<file path="config.mk">
export PLATFORM = sky130hd
export DESIGN_NAME = rf_write_arbiter
export DESIGN_NICKNAME = d
export VERILOG_FILES = /design/src/rtl/rf_write_arbiter.sv
export SDC_FILE = /design/constraint.sdc
export NUM_CORES = 1
export LEC_CHECK = 0
export BUFFER_PORTS_ARGS = -buffer_cell sky130_fd_sc_hd__buf_2
export CORE_MARGIN = 8
export CORE_UTILIZATION = 40
export CTS_BUF_LIST = sky130_fd_sc_hd__clkbuf_8
export DETAILED_ROUTE_END_ITERATION = 10
export HOLD_SLACK_MARGIN = 0.05
export PLACE_DENSITY_LB_ADDON = 0.12
export SETUP_SLACK_MARGIN = 0.2
export SLEW_MARGIN = 20
export SYNTH_ARGS = -nofsm -noshare
export SYNTH_HDL_FRONTEND = slang
export SYNTH_SLANG_ARGS = --single-unit
</file>
<file path="constraint.sdc">
create_clock -name clk -period 2.2 [get_ports clk]
set_input_delay 0.11 -clock clk [delete_from_list [all_inputs] [get_ports clk]]
set_output_delay 0.11 -clock clk [all_outputs]
set_load 0.01 [all_outputs]
</file>
<file path="src/rtl/rf_write_arbiter.sv">
// -----------------------------------------------------------------------------
// rf_write_arbiter
//
// Owns the single register-file write port and shares it between the pipeline
// write-back stage and an auxiliary multi-cycle unit. The pipeline has
// priority. Auxiliary results wait in a small FIFO and drain into idle
// write-back slots. A starvation guard stalls the pipeline for one cycle to
// force out an auxiliary result that has waited STARVE_LIMIT cycles.
//
// A pipeline write to address A marks every queued auxiliary entry for A as
// squashed. This keeps write-after-write ordering: the older auxiliary value
// must not overwrite the newer pipeline value. Squashed entries keep their
// FIFO slot and are popped later without a write.
//
// Ports
//   clk          rising-edge clock
//   reset        asynchronous, active-low reset
//   pipe_we      pipeline write-back request
//   pipe_waddr   pipeline destination register
//   pipe_wdata   pipeline write data
//   pipe_stall   pipeline must hold; pipe_* are ignored this cycle
//   aux_valid    auxiliary result valid
//   aux_waddr    auxiliary destination register
//   aux_wdata    auxiliary result data
//   aux_ready    FIFO can accept an entry (registered count < DEPTH)
//   rf_we        register-file write enable (registered)
//   rf_waddr     register-file write address (registered, held when idle)
//   rf_wdata     register-file write data (registered, held when idle)
//   aux_pending  FIFO occupancy, squashed entries included
// -----------------------------------------------------------------------------
module rf_write_arbiter #(
  parameter int DATA_W       = 16,
  parameter int ADDR_W       = 3,
  parameter int DEPTH        = 4,
  parameter int STARVE_LIMIT = 8
) (
  input  logic                     clk,
  input  logic                     reset,
  input  logic                     pipe_we,
  input  logic [ADDR_W-1:0]        pipe_waddr,
  input  logic [DATA_W-1:0]        pipe_wdata,
  output logic                     pipe_stall,
  input  logic                     aux_valid,
  input  logic [ADDR_W-1:0]        aux_waddr,
  input  logic [DATA_W-1:0]        aux_wdata,
  output logic                     aux_ready,
  output logic                     rf_we,
  output logic [ADDR_W-1:0]        rf_waddr,
  output logic [DATA_W-1:0]        rf_wdata,
  output logic [$clog2(DEPTH):0]   aux_pending
);

  localparam int PTR_W  = $clog2(DEPTH);
  localparam int CNT_W  = PTR_W + 1;
  localparam int WAIT_W = $clog2(STARVE_LIMIT + 1);

  typedef enum logic [0:0] {
    ST_NORMAL = 1'b0,
    ST_FORCE  = 1'b1
  } state_t;

  // FIFO storage
  logic [ADDR_W-1:0] q_addr [DEPTH];
  logic [DATA_W-1:0] q_data [DEPTH];
  logic [DEPTH-1:0]  q_sq;

  logic [PTR_W-1:0]  wr_ptr;
  logic [PTR_W-1:0]  rd_ptr;
  logic [CNT_W-1:0]  count;
  logic [WAIT_W-1:0] wait_cnt;
  logic [WAIT_W-1:0] wait_next;
  state_t            state;
  state_t            state_next;

  logic head_valid;
  logic head_sq;
  logic push;
  logic pop;
  logic grant_pipe;
  logic grant_aux;

  assign head_valid  = (count != '0);
  assign head_sq     = q_sq[rd_ptr];
  assign aux_ready   = reset & (count < CNT_W'(DEPTH));
  assign push        = aux_valid & aux_ready;
  assign pipe_stall  = (state == ST_FORCE);
  assign aux_pending = count;

  // Grant decision. A squashed head is popped as soon as it reaches the
  // front, whether or not the pipeline is writing, so it never blocks the
  // entries behind it.
  // NOTE: every signal written here gets a default first so no latch is inferred.
  always_comb begin
    grant_pipe = 1'b0;
    grant_aux  = 1'b0;
    pop        = 1'b0;
    if (state == ST_FORCE) begin
      pop       = head_valid;
      grant_aux = head_valid & ~head_sq;
    end else if (pipe_we) begin
      grant_pipe = 1'b1;
      pop        = head_valid & head_sq;
    end else if (head_valid) begin
      pop       = 1'b1;
      grant_aux = ~head_sq;
    end
  end

  // Starvation counter: counts cycles a live head is passed over and
  // saturates at the limit.
  always_comb begin
    wait_next = wait_cnt;
    if (pop) begin
      wait_next = '0;
    end else if (head_valid && !head_sq && wait_cnt != WAIT_W'(STARVE_LIMIT)) begin
      wait_next = wait_cnt + WAIT_W'(1);
    end
  end

  always_comb begin
    state_next = ST_NORMAL;
    if (state == ST_NORMAL && !pop && wait_next == WAIT_W'(STARVE_LIMIT)) begin
      state_next = ST_FORCE;
    end
  end

  // NOTE: sequential state uses non-blocking assignments so every register samples pre-edge values.
  always_ff @(posedge clk or negedge reset) begin
    if (!reset) begin
      wr_ptr   <= '0;
      rd_ptr   <= '0;
      count    <= '0;
      wait_cnt <= '0;
      state    <= ST_NORMAL;
      rf_we    <= 1'b0;
      rf_waddr <= '0;
      rf_wdata <= '0;
    end else begin
      if (push) wr_ptr <= wr_ptr + PTR_W'(1);
      if (pop)  rd_ptr <= rd_ptr + PTR_W'(1);
      case ({push, pop})
        2'b10:   count <= count + CNT_W'(1);
        2'b01:   count <= count - CNT_W'(1);
        default: count <= count;
      endcase
      wait_cnt <= wait_next;
      state    <= state_next;

      rf_we <= grant_pipe | grant_aux;
      if (grant_pipe) begin
        rf_waddr <= pipe_waddr;
        rf_wdata <= pipe_wdata;
      end else if (grant_aux) begin
        rf_waddr <= q_addr[rd_ptr];
        rf_wdata <= q_data[rd_ptr];
      end
    end
  end

  // Squash marking. The push to wr_ptr is assigned last so an entry
  // enqueued in the same cycle as a matching pipeline write stays live.
  always_ff @(posedge clk or negedge reset) begin
    if (!reset) begin
      q_sq <= '0;
    end else begin
      for (int i = 0; i < DEPTH; i++) begin
        if (grant_pipe && q_addr[i] == pipe_waddr) q_sq[i] <= 1'b1;
      end
      if (push) q_sq[wr_ptr] <= 1'b0;
    end
  end

  // NOTE: the payload array is not reset; a slot is only read after a push has written it.
  always_ff @(posedge clk) begin
    if (push) begin
      q_addr[wr_ptr] <= aux_waddr;
      q_data[wr_ptr] <= aux_wdata;
    end
  end

endmodule

</file>
After elaboration in Yosys (flattened, before gate mapping)
Memory sizes are Yosys's and may differ from the RTL's. Cells that the tools add are included.

Register bits: 36. Bits in writable memories: 76. Memories: 2. Input port bits: 42. Output and inout port bits: 25. Word-level logic and storage cells: 78.

Add/subtract/negate cells: 5. Bitwise logic cells: 9. Reduce and logical (&&, ||, !) cells: 14. $lt $le $gt $ge: 4. Muxes and demuxes: 27. Equal/unequal tests: 8.

Memory list: q_data (words 4, width 16, rd ports 1, clocked after memory_dff 0, wr ports 1, line 64) `logic [DATA_W-1:0] q_data [DEPTH];`; q_addr (words 4, width 3, rd ports 5, clocked after memory_dff 0, wr ports 1, line 63) `logic [ADDR_W-1:0] q_addr [DEPTH];`.

Operator list (number): 16-bit two-way mux (2); 1-bit two-way mux (17); 3-bit == test (4); 4-bit two-way mux (3); 1-bit logical AND (9); 2-bit by 3-bit < comparator with 1-bit output (second input constant) (2); 3-bit two-way mux (2); 3-bit one-hot mux with 2 select lines (1); 2-bit by 1-bit adder with 2-bit output (second input constant) (2); 4-bit by 1-bit adder with 4-bit output (second input constant) (1); 1-bit bitwise AND (4); 4-bit bitwise AND (1); 4-bit == test (second input constant) (1); 4-bit inequality test (second input constant) (1); 4-bit NOT (1); 2-bit nonzero test (2); 3-bit by 1-bit adder with 3-bit output (second input constant) (1); 3-bit < comparator (second input constant) (1); 3-bit nonzero test (1); 3-bit by 1-bit subtractor with 3-bit output (second input constant) (1); 1-bit binary-select mux with 2-bit select (1); 1-bit demux with 2-bit select (1); 2-bit by 1-bit == test with 1-bit output (second input constant) (1); 2-bit == test (second input constant) (1); 4 further kinds (6).

Depth between registers and ports, before layout
Gate-level depths: netlist of the first run.

Depth after elaboration: 10. Gate-level depth with buffers: 11.

Worst setup path before layout of the first run
OpenSTA, ideal clock, no wires.

Kind: reg2reg. Start: register rd_ptr[0]. End: register count[2] (netlist: aux_pending[2]). Path buffers: 2. Setup time: 0.079 ns. Clock period less this slack: 2.129 ns. Slack: 0.071 ns. Cell stages (with the launch flop): 12. Arrival: 2.049 ns. Cell sequence: dfrtp_1 buf_6 buf_2 nand2_1 a21oi_1 nor2_1 ha_1 inv_1 fa_1 xor2_1 nor2_1 xor2_1.

Word-level cells in the longest chain between the ends: 7.

RTL lines: from (decl) (line 68) `logic [PTR_W-1:0] rd_ptr;`; from (signal assigned) (line 140) `if (pop) rd_ptr <= rd_ptr + PTR_W'(1);`; 1-bit binary-select mux with 2-bit select * (line 83) `assign head_sq = q_sq[rd_ptr];`; 1-bit two-way mux (implied by the code) * (line 83); 1-bit bitwise AND * (line 102) `pop = head_valid & head_sq;`; 1-bit two-way mux * (line 100) `end else if (pipe_we) begin`; 1-bit two-way mux * (line 97) `if (state == ST_FORCE) begin`; via pop (line 78) `logic pop;`; 2-bit by 1-bit == test with 1-bit output or 2-bit == test (tied branches) (line 141) `case ({push, pop})`; 3-bit one-hot mux with 2 select lines or 2-bit nonzero test (tied branches); to (signal assigned) (line 142) `2'b10: count <= count + CNT_W'(1);`; to (signal assigned) (line 143) `2'b01: count <= count - CNT_W'(1);`; to (signal assigned) (line 144) `default: count <= count;`; to (decl) (line 69) `logic [CNT_W-1:0] count;`.

Mark *: on every way through the listed nets, which the timed path passes. The rest lies on a longest branch. The select of a mux whose other input is x is not followed. A chain may end at the register's enable or synchronous reset.

Final worst setup path of the first run
Start: register rd_ptr[1]. End: register count[2] (netlist: aux_pending[2]).

The elaborated chain is that of the path after synthesis.

==> flow_summary_export.csv, run 1 <==
group,metric,value,unit
critical_path,arrival,2.28,ns
sta,period_share,0.896,
placement,post-place-ws,0.167,ns
logic_synthesis,synth_cells,293,
sta,hold_viol,0,
die,rows,39,
die,die_area,0.0156,mm²
sta,slew_headroom,0.635,
logic_synthesis,ys_types,40,
sta,setup_viol,0,
critical_path,crit_fanout,5,
pwr,p_leak,2.31,nW
die,start_util,0.412,
logic_synthesis,ys_top_cells_by_count,"edfxtp_1 (76), dfrtp_1 (36), nand2_1 (23), mux2i_1 (21), mux4_2 (20)",
pwr,p_per_area,1130,mW/mm²
critical_path,path_class,"flip-flop to flip-flop",
logic_synthesis,synth-edff-count,76,
global_routing,gr-usage-all-layers,0.135,
routing,num_vias,2791,
cts,clockBufferDepth,2,
min_path,hold_path_class,"primary input to flip-flop",
critical_path,worstSetupEndpoint,"aux_pending[2]",
sta,final_max_slew_viol_count,0,
global_routing,antenna_found_initial,0,
cts,cts_sinks,112,
cts,cts_root_buf,"clkbuf_8",
critical_path,reg2reg_from,"rd_ptr[1]",
die,die_x,125,µm
logic_synthesis,synth_nets,343,
logic_synthesis,ys_top_cells_by_area,"edfxtp_1 (48%), dfrtp_1 (19%), mux4_2 (9.5%), mux2i_1 (4.4%), xnor2_1 (3.0%)",
critical_path,r2r_end,"aux_pending[2]",
global_routing,gr-total-overflow,0,
logic_synthesis,synthFlopType,"edfxtp_1",
job,cap_violations,0,
routing,drt_iter0_markers,216,
critical_path,startpoint,"rd_ptr[1]",
logic_synthesis,yosysWarnings,0,
logic_synthesis,ys_seq_elements,112,
routing,wl_per_cell,17.9,µm
outcome,status,"finished clean",
logic_synthesis,synth_top_area_cell,"edfxtp_1",
cts,numCtsBuffers,9,
cts,clk_pin_slew_worst_paths,0.10,ns
sta,fmax,507,MHz
sta,fin_skew,0.0105,ns
critical_path,startpoint_type,"flip-flop",
die,ioPinCount,67,
placement,post-place-cells,501,
routing,post-route-drc-count,0,
logic_synthesis,syn_area_per_cell,16.2,µm²
cts,cts_tree,"yes",
placement,hpwl,6.50,mm
placement,place_congestion,0.765,
cts,clk_latency,0.38,ns
logic_synthesis,synth_most_common_cell,"edfxtp_1",
critical_path,end_kind,"flip-flop",
finish,syn_to_final_growth,24.0,%
finish,nets,462,
finish,drive_above_1_share,0.321,
global_routing,grt_pass1_wl,16.2,mm
die,core,0.0115,mm²
finish,diodes,0,
global_routing,grt_max_degree,37,
critical_path,crit_required,2.51,ns
sta,rsz0062_at_grt,"yes",
routing,routed_wirelength,10.0,mm
critical_path,reg2reg_depth,10,
routing,drt.antenna.violating_nets,0,
die,die_y,125,µm
logic_synthesis,yosysSeqAreaShare,0.670,
routing,dr.pass1.iters,4,
logic_synthesis,synth_top_cell_area_share,0.481,
sta,setup_tns,0,ns
sta,worstMarginPinSlew,0.546,ns
global_routing,grt_pass1_vias,3039,
cts,htree_levels,3,
placement,numPortBuffers,66,
finish,layout.cells.non_filler,560,
sta,period_minus_slack,1.97,ns
critical_path,r2r_slack,0.23,ns
logic_synthesis,ys_async_sr_fraction,0.321,
sta,setup_ws,0.228,ns
routing,viasPerCell,4.98,
pwr,vdd_drop_max,0.698,mV
logic_synthesis,synth_area,0.00475,mm²
==> registers in the layout (all words and copies together), names as in the netlist, 2 cells and up <==
name,cells
aux_pending,3
q_addr,12
q_data,64
q_sq,4
rd_ptr,2
rf_waddr,3
rf_wdata,16
wait_cnt,4
wr_ptr,2
==> cells by family after synthesis <==
| group | share of synthesized area |
|---|---|
| muxes | 0.139 |
| adders and majority gates | 0.0227 |
| AOI/OAI and AO/OA | 0.0443 |
| buffers and inverters | 0.0282 |
| DFF | 0.670 |
| and+or+nand+nor | 0.0585 |
| xor gates and xnor gates | 0.0369 |
==> critical path, stage by stage, from the launching register on <==
cell	delay (ns)
dfrtp_2	0.45
nor2b_2	0.11
a211o_1	0.13
a21oi_2	0.07
nor2_2	0.17
ha_2	0.21
inv_2	0.04
fa_2	0.33
xor2_1	0.14
nor2_1	0.11
xor2_1	0.14
==> worst min path at each step <==
stage	from	to	slack [ns]	cells after the start
5_1_grt	pipe_we	rf_we	0.11	3
4_1_cts	pipe_we	rf_we	0.08	3
3_5_place_dp	reset	rf_wdata[12]	0.29	2
6_report	pipe_we	rf_we	0.1	3
2_1_floorplan	reset	aux_pending[0]	-0.19	0
3_3_place_gp	reset	rf_wdata[12]	0.28	2
==> area by class of cell <==
cell class                 instances  area, µm²
clock buffer                       9        124
multi-input combinational        157       1460
sequential                       112       3190
tap                              143        179
timing repair buffer             124        863
clock inverter                     7       51.3
inverter                           8       30.0
fill                             980       5630
==> per-stage QoR <==
stage | hold WS, ns | util | power, mW | cell area, µm²
after floorplan | -0.186 | - | 4.83 | 4770
after global placement | 0.284 | 0.459 | 5.43 | 5290
after detailed placement | 0.288 | 0.459 | 5.47 | 5290
after CTS | 0.0757 | 0.509 | 6.69 | 5860
after global routing | 0.107 | 0.511 | 7.08 | 5890
final | 0.0951 | 0.511 | 6.63 | 5890
==> where the power goes <==
part	switching, mW	internal (mW)	total, mW
Sequential	0.223	2.64	2.86
Combinational	1.32	1.30	2.63
Clock	0.711	0.423	1.13
==> layer usage <==
| metal | global-route usage | wire [µm] |
|---|---|---|
| met1 | 0.166 | 4380 |
| met2 | 0.223 | 5010 |
| met3 | 0.0446 | 561 |
| met4 | 0.0387 | 85 |
| met5 | 0 | 0 |
==> repair_timing <==
| item | in CTS | in global routing |
|---|---|---|
| endpoints found under the hold margin | 131 | 0 |
| setup endpoints to repair | 1 | 22 |
| buffers inserted | 1 | 3 |
| hold buffers | 39 | 0 |
| pin swaps | 2 | 4 |
| gates resized for setup | 0 | 3 |
==> cell usage in the layout (no fill, tap or decap), types with 2 or more instances in the layout <==
cell type	synthesis	routed
mux4_2	20	20
inv_6	0	4
o21ai_0	2	2
ha_1	7	6
xor2_1	4	4
nand2b_1	2	2
nand2_1	23	22
buf_4	0	19
clkbuf_8	0	9
a221oi_1	2	2
inv_1	8	8
xnor2_1	16	16
edfxtp_1	76	76
dfrtp_1	36	34
o21ai_1	19	19
a21o_1	3	3
dfrtp_2	0	2
nor3_1	2	2
buf_2	3	66
mux2i_1	21	21
and3_1	4	4
nor2_1	8	7
nand2_2	1	2
nand3_1	2	2
dlygate4sd3_1	0	39
a41oi_1	4	4
(Power assumes the default switching activity.)
==> inputs of run 2 (changes only) <==
- PLACE_DENSITY_LB_ADDON: 0.12 -> 0.05
==> run 2 against run 1 <==
  * Setup slack gained 0.028 ns
  * Register-to-register slack gained 0.03 ns
  * Sequential share of layout area shrank 0.39 points
  * Combinational power shrank 2%
  * Power grew 2.0%
  * Design area grew 0.68%
  * Largest power group unchanged
  * Fmax grew 1.4%
  * Critical path depth is the same
  * Core utilization grew 0.35 points
  * Largest cell class unchanged
  * Highest routed layer unchanged
  * Die area is the same
==> flow_summary_export.csv, run 2 (synthesis gave the netlist of run 1 again) <==
group,metric,value,unit
outcome,status,"finished clean",
cts,clk_pin_slew_worst_paths,0.10,ns
sta,fmax,514,MHz
global_routing,grt_pass1_wl,16.4,mm
cts,cts_root_buf,"clkbuf_8",
finish,diodes,0,
cts,cts_sinks,112,
pwr,pwr-share-seq,0.424,
sta,period_minus_slack,1.94,ns
cts,clk_latency,0.37,ns
pwr,vdd_drop_max,0.477,mV
critical_path,worstSetupEndpoint,"aux_pending[2]",
finish,nets,461,
die,rows,39,
critical_path,cpLargestDelayFamily,"compound AO/OA/AOI/OAI gates",
pwr,p_clk_frac,0.194,
sta,fin_skew,0.00607,ns
pwr,p_sw,2.20,mW
sta,setup_viol,0,
finish,reg_top3,"q_data: 64 flops, rf_wdata: 16 flops, q_addr: 12 flops",
cts,cts_tree,"yes",
critical_path,crit_buf_inv,1,
cts,clockBufferDepth,2,
critical_path,path_depth,10,
die,die_x,125,µm
sta,period_share,0.884,
routing,routed_wirelength,10.1,mm
finish,layout.cells.non_filler,559,
finish,top_register,"q_data",
critical_path,slowest_stage,"dfrtp_1",
critical_path,startpoint_type,"flip-flop",
cts,numCtsBuffers,9,
global_routing,gr-total-overflow,0,
die,die_y,125,µm
sta,setup_tns,0,ns
routing,viasPerCell,4.94,
finish,final_common_cell,"edfxtp_1",
critical_path,crit_required,2.46,ns
sta,hold_viol,0,
placement,hpwl,6.64,mm
critical_path,path_class,"flip-flop to flip-flop",
placement,place_congestion,0.757,
finish,largest_reg_flops,64,
global_routing,gr-usage-all-layers,0.136,
cts,htree_levels,3,
die,core,0.0115,mm²
critical_path,reg2reg_depth,10,
critical_path,arrival,2.21,ns
job,cap_violations,0,
routing,wl_per_cell,18.1,µm
sta,rsz0062_at_grt,"yes",
routing,drt.antenna.violating_nets,0,
routing,dr.pass1.iters,4,
sta,final_max_slew_viol_count,0,
global_routing,antenna_found_initial,0,
global_routing,grt_pass1_vias,2971,
finish,post-route-util,0.515,
pwr,p_int,4.56,mW
critical_path,r2r_end,"aux_pending[2]",
routing,post-route-drc-count,0,
pwr,swShare,0.326,
finish,drive_above_1_share,0.315,
critical_path,reg2reg_from,"q_sq[0]",
sta,holdWs,0.0794,ns
finish,final_area,0.00593,mm²
placement,post-place-cells,502,
critical_path,startpoint,"q_sq[0]",
routing,drt_iter0_markers,122,
critical_path,path_cells,"nor2b_1, a211o_1, a21oi_2, nor2_2, ha_2, inv_2, fa_2, xor2_1, nor2_1, xor2_1",
critical_path,end_kind,"flip-flop",
critical_path,cp_common_cell,"xor2_1",
critical_path,crit_fanout,3,
global_routing,grt_max_degree,37,
finish,syn_to_final_growth,24.8,%
pwr,p_leak,2.32,nW
die,die_area,0.0156,mm²
finish,final_cell_mix,"edfxtp_1 (76), buf_2 (66), dlygate4sd3_1 (39), dfrtp_1 (35), nand2_1 (22)",
routing,num_vias,2760,
finish,nFillCells,986,
sta,worstMarginPinSlew,0.543,ns
critical_path,crit_path_max_incr_delay,0.40,ns
pwr,comb_power_share,0.382,
die,start_util,0.412,
placement,numPortBuffers,66,
die,ioPinCount,67,
pwr,p_per_area,1140,mW/mm²
critical_path,r2r_slack,0.26,ns
min_path,hold_path_class,"primary input to flip-flop",
sta,slew_headroom,0.637,
placement,placed_area,0.00531,mm²
-- run 2: changes by cell type in the layout (fill, tap and decap cells not counted), sizes merged --
cell	delta
inv	-5
buf	-1
bufinv	+2
clkinv	+3
-- run 2: worst reg2reg max path, cell delays in order (launching register included) --
cell	delay, ns
dfrtp_1	0.40
nor2b_1	0.13
a211o_1	0.30
a21oi_2	0.17
nor2_2	0.06
ha_2	0.20
inv_2	0.05
fa_2	0.18
xor2_1	0.14
nor2_1	0.06
xor2_1	0.13
-- run 2: worst min-delay path by stage --
stage | startpoint | end | slack (ns) | cells past startpoint
after floorplan | reset | aux_pending[0] | -0.19 | 0
after global placement | reset | rf_waddr[0] | 0.28 | 2
after detailed placement | reset | rf_waddr[0] | 0.30 | 2
after CTS | pipe_we | rf_we | 0.06 | 3
after global routing | pipe_we | rf_we | 0.1 | 3
final | pipe_we | rf_we | 0.08 | 3
-- run 2: repair_timing --
action	in CTS	in global routing
hold buffers	39	0
endpoints found under the setup margin	2	4
pin swaps	1	3
endpoints found under the hold margin	131	0
gates resized for setup	1	1
setup buffers	1	1
-- run 2: final cells by class --
type	count	area, µm²	area share
multi-input combinational	157	1450	0.245
sequential	112	3180	0.537
inverter	8	30.0	0.00507
tap	143	179	0.0302
clock buffer	9	124	0.0209
clock inverter	7	86.3	0.0146
timing repair buffer	123	872	0.147
-- run 2: layer usage --
metal | share of wire | up-vias | track usage
met5 | 0 | - | 0
li1 | - | 1327 | -
met4 | 0.012 | 0 | 0.0602
met1 | 0.47 | 1378 | 0.172
met2 | 0.48 | 48 | 0.215
met3 | 0.037 | 7 | 0.0370
-- run 2: per-stage QoR --
| stage | setup WS (ns) | power [mW] |
|---|---|---|
| after floorplan | 0.211 | 4.83 |
| after global placement | 0.219 | 5.43 |
| after detailed placement | 0.164 | 5.46 |
| after CTS | 0.216 | 6.87 |
| after global routing | 0.134 | 7.21 |
| final | 0.255 | 6.76 |
-- run 2: power groups by stage --
stage / registers [mW] / clock network [mW] / logic, mW
after floorplan: 2.94 / 0 / 1.88
after global placement: 2.90 / 0 / 2.53
after detailed placement: 2.91 / 0 / 2.55
after CTS: 2.87 / 1.36 / 2.64
after global routing: 2.92 / 1.44 / 2.85
final: 2.87 / 1.31 / 2.58
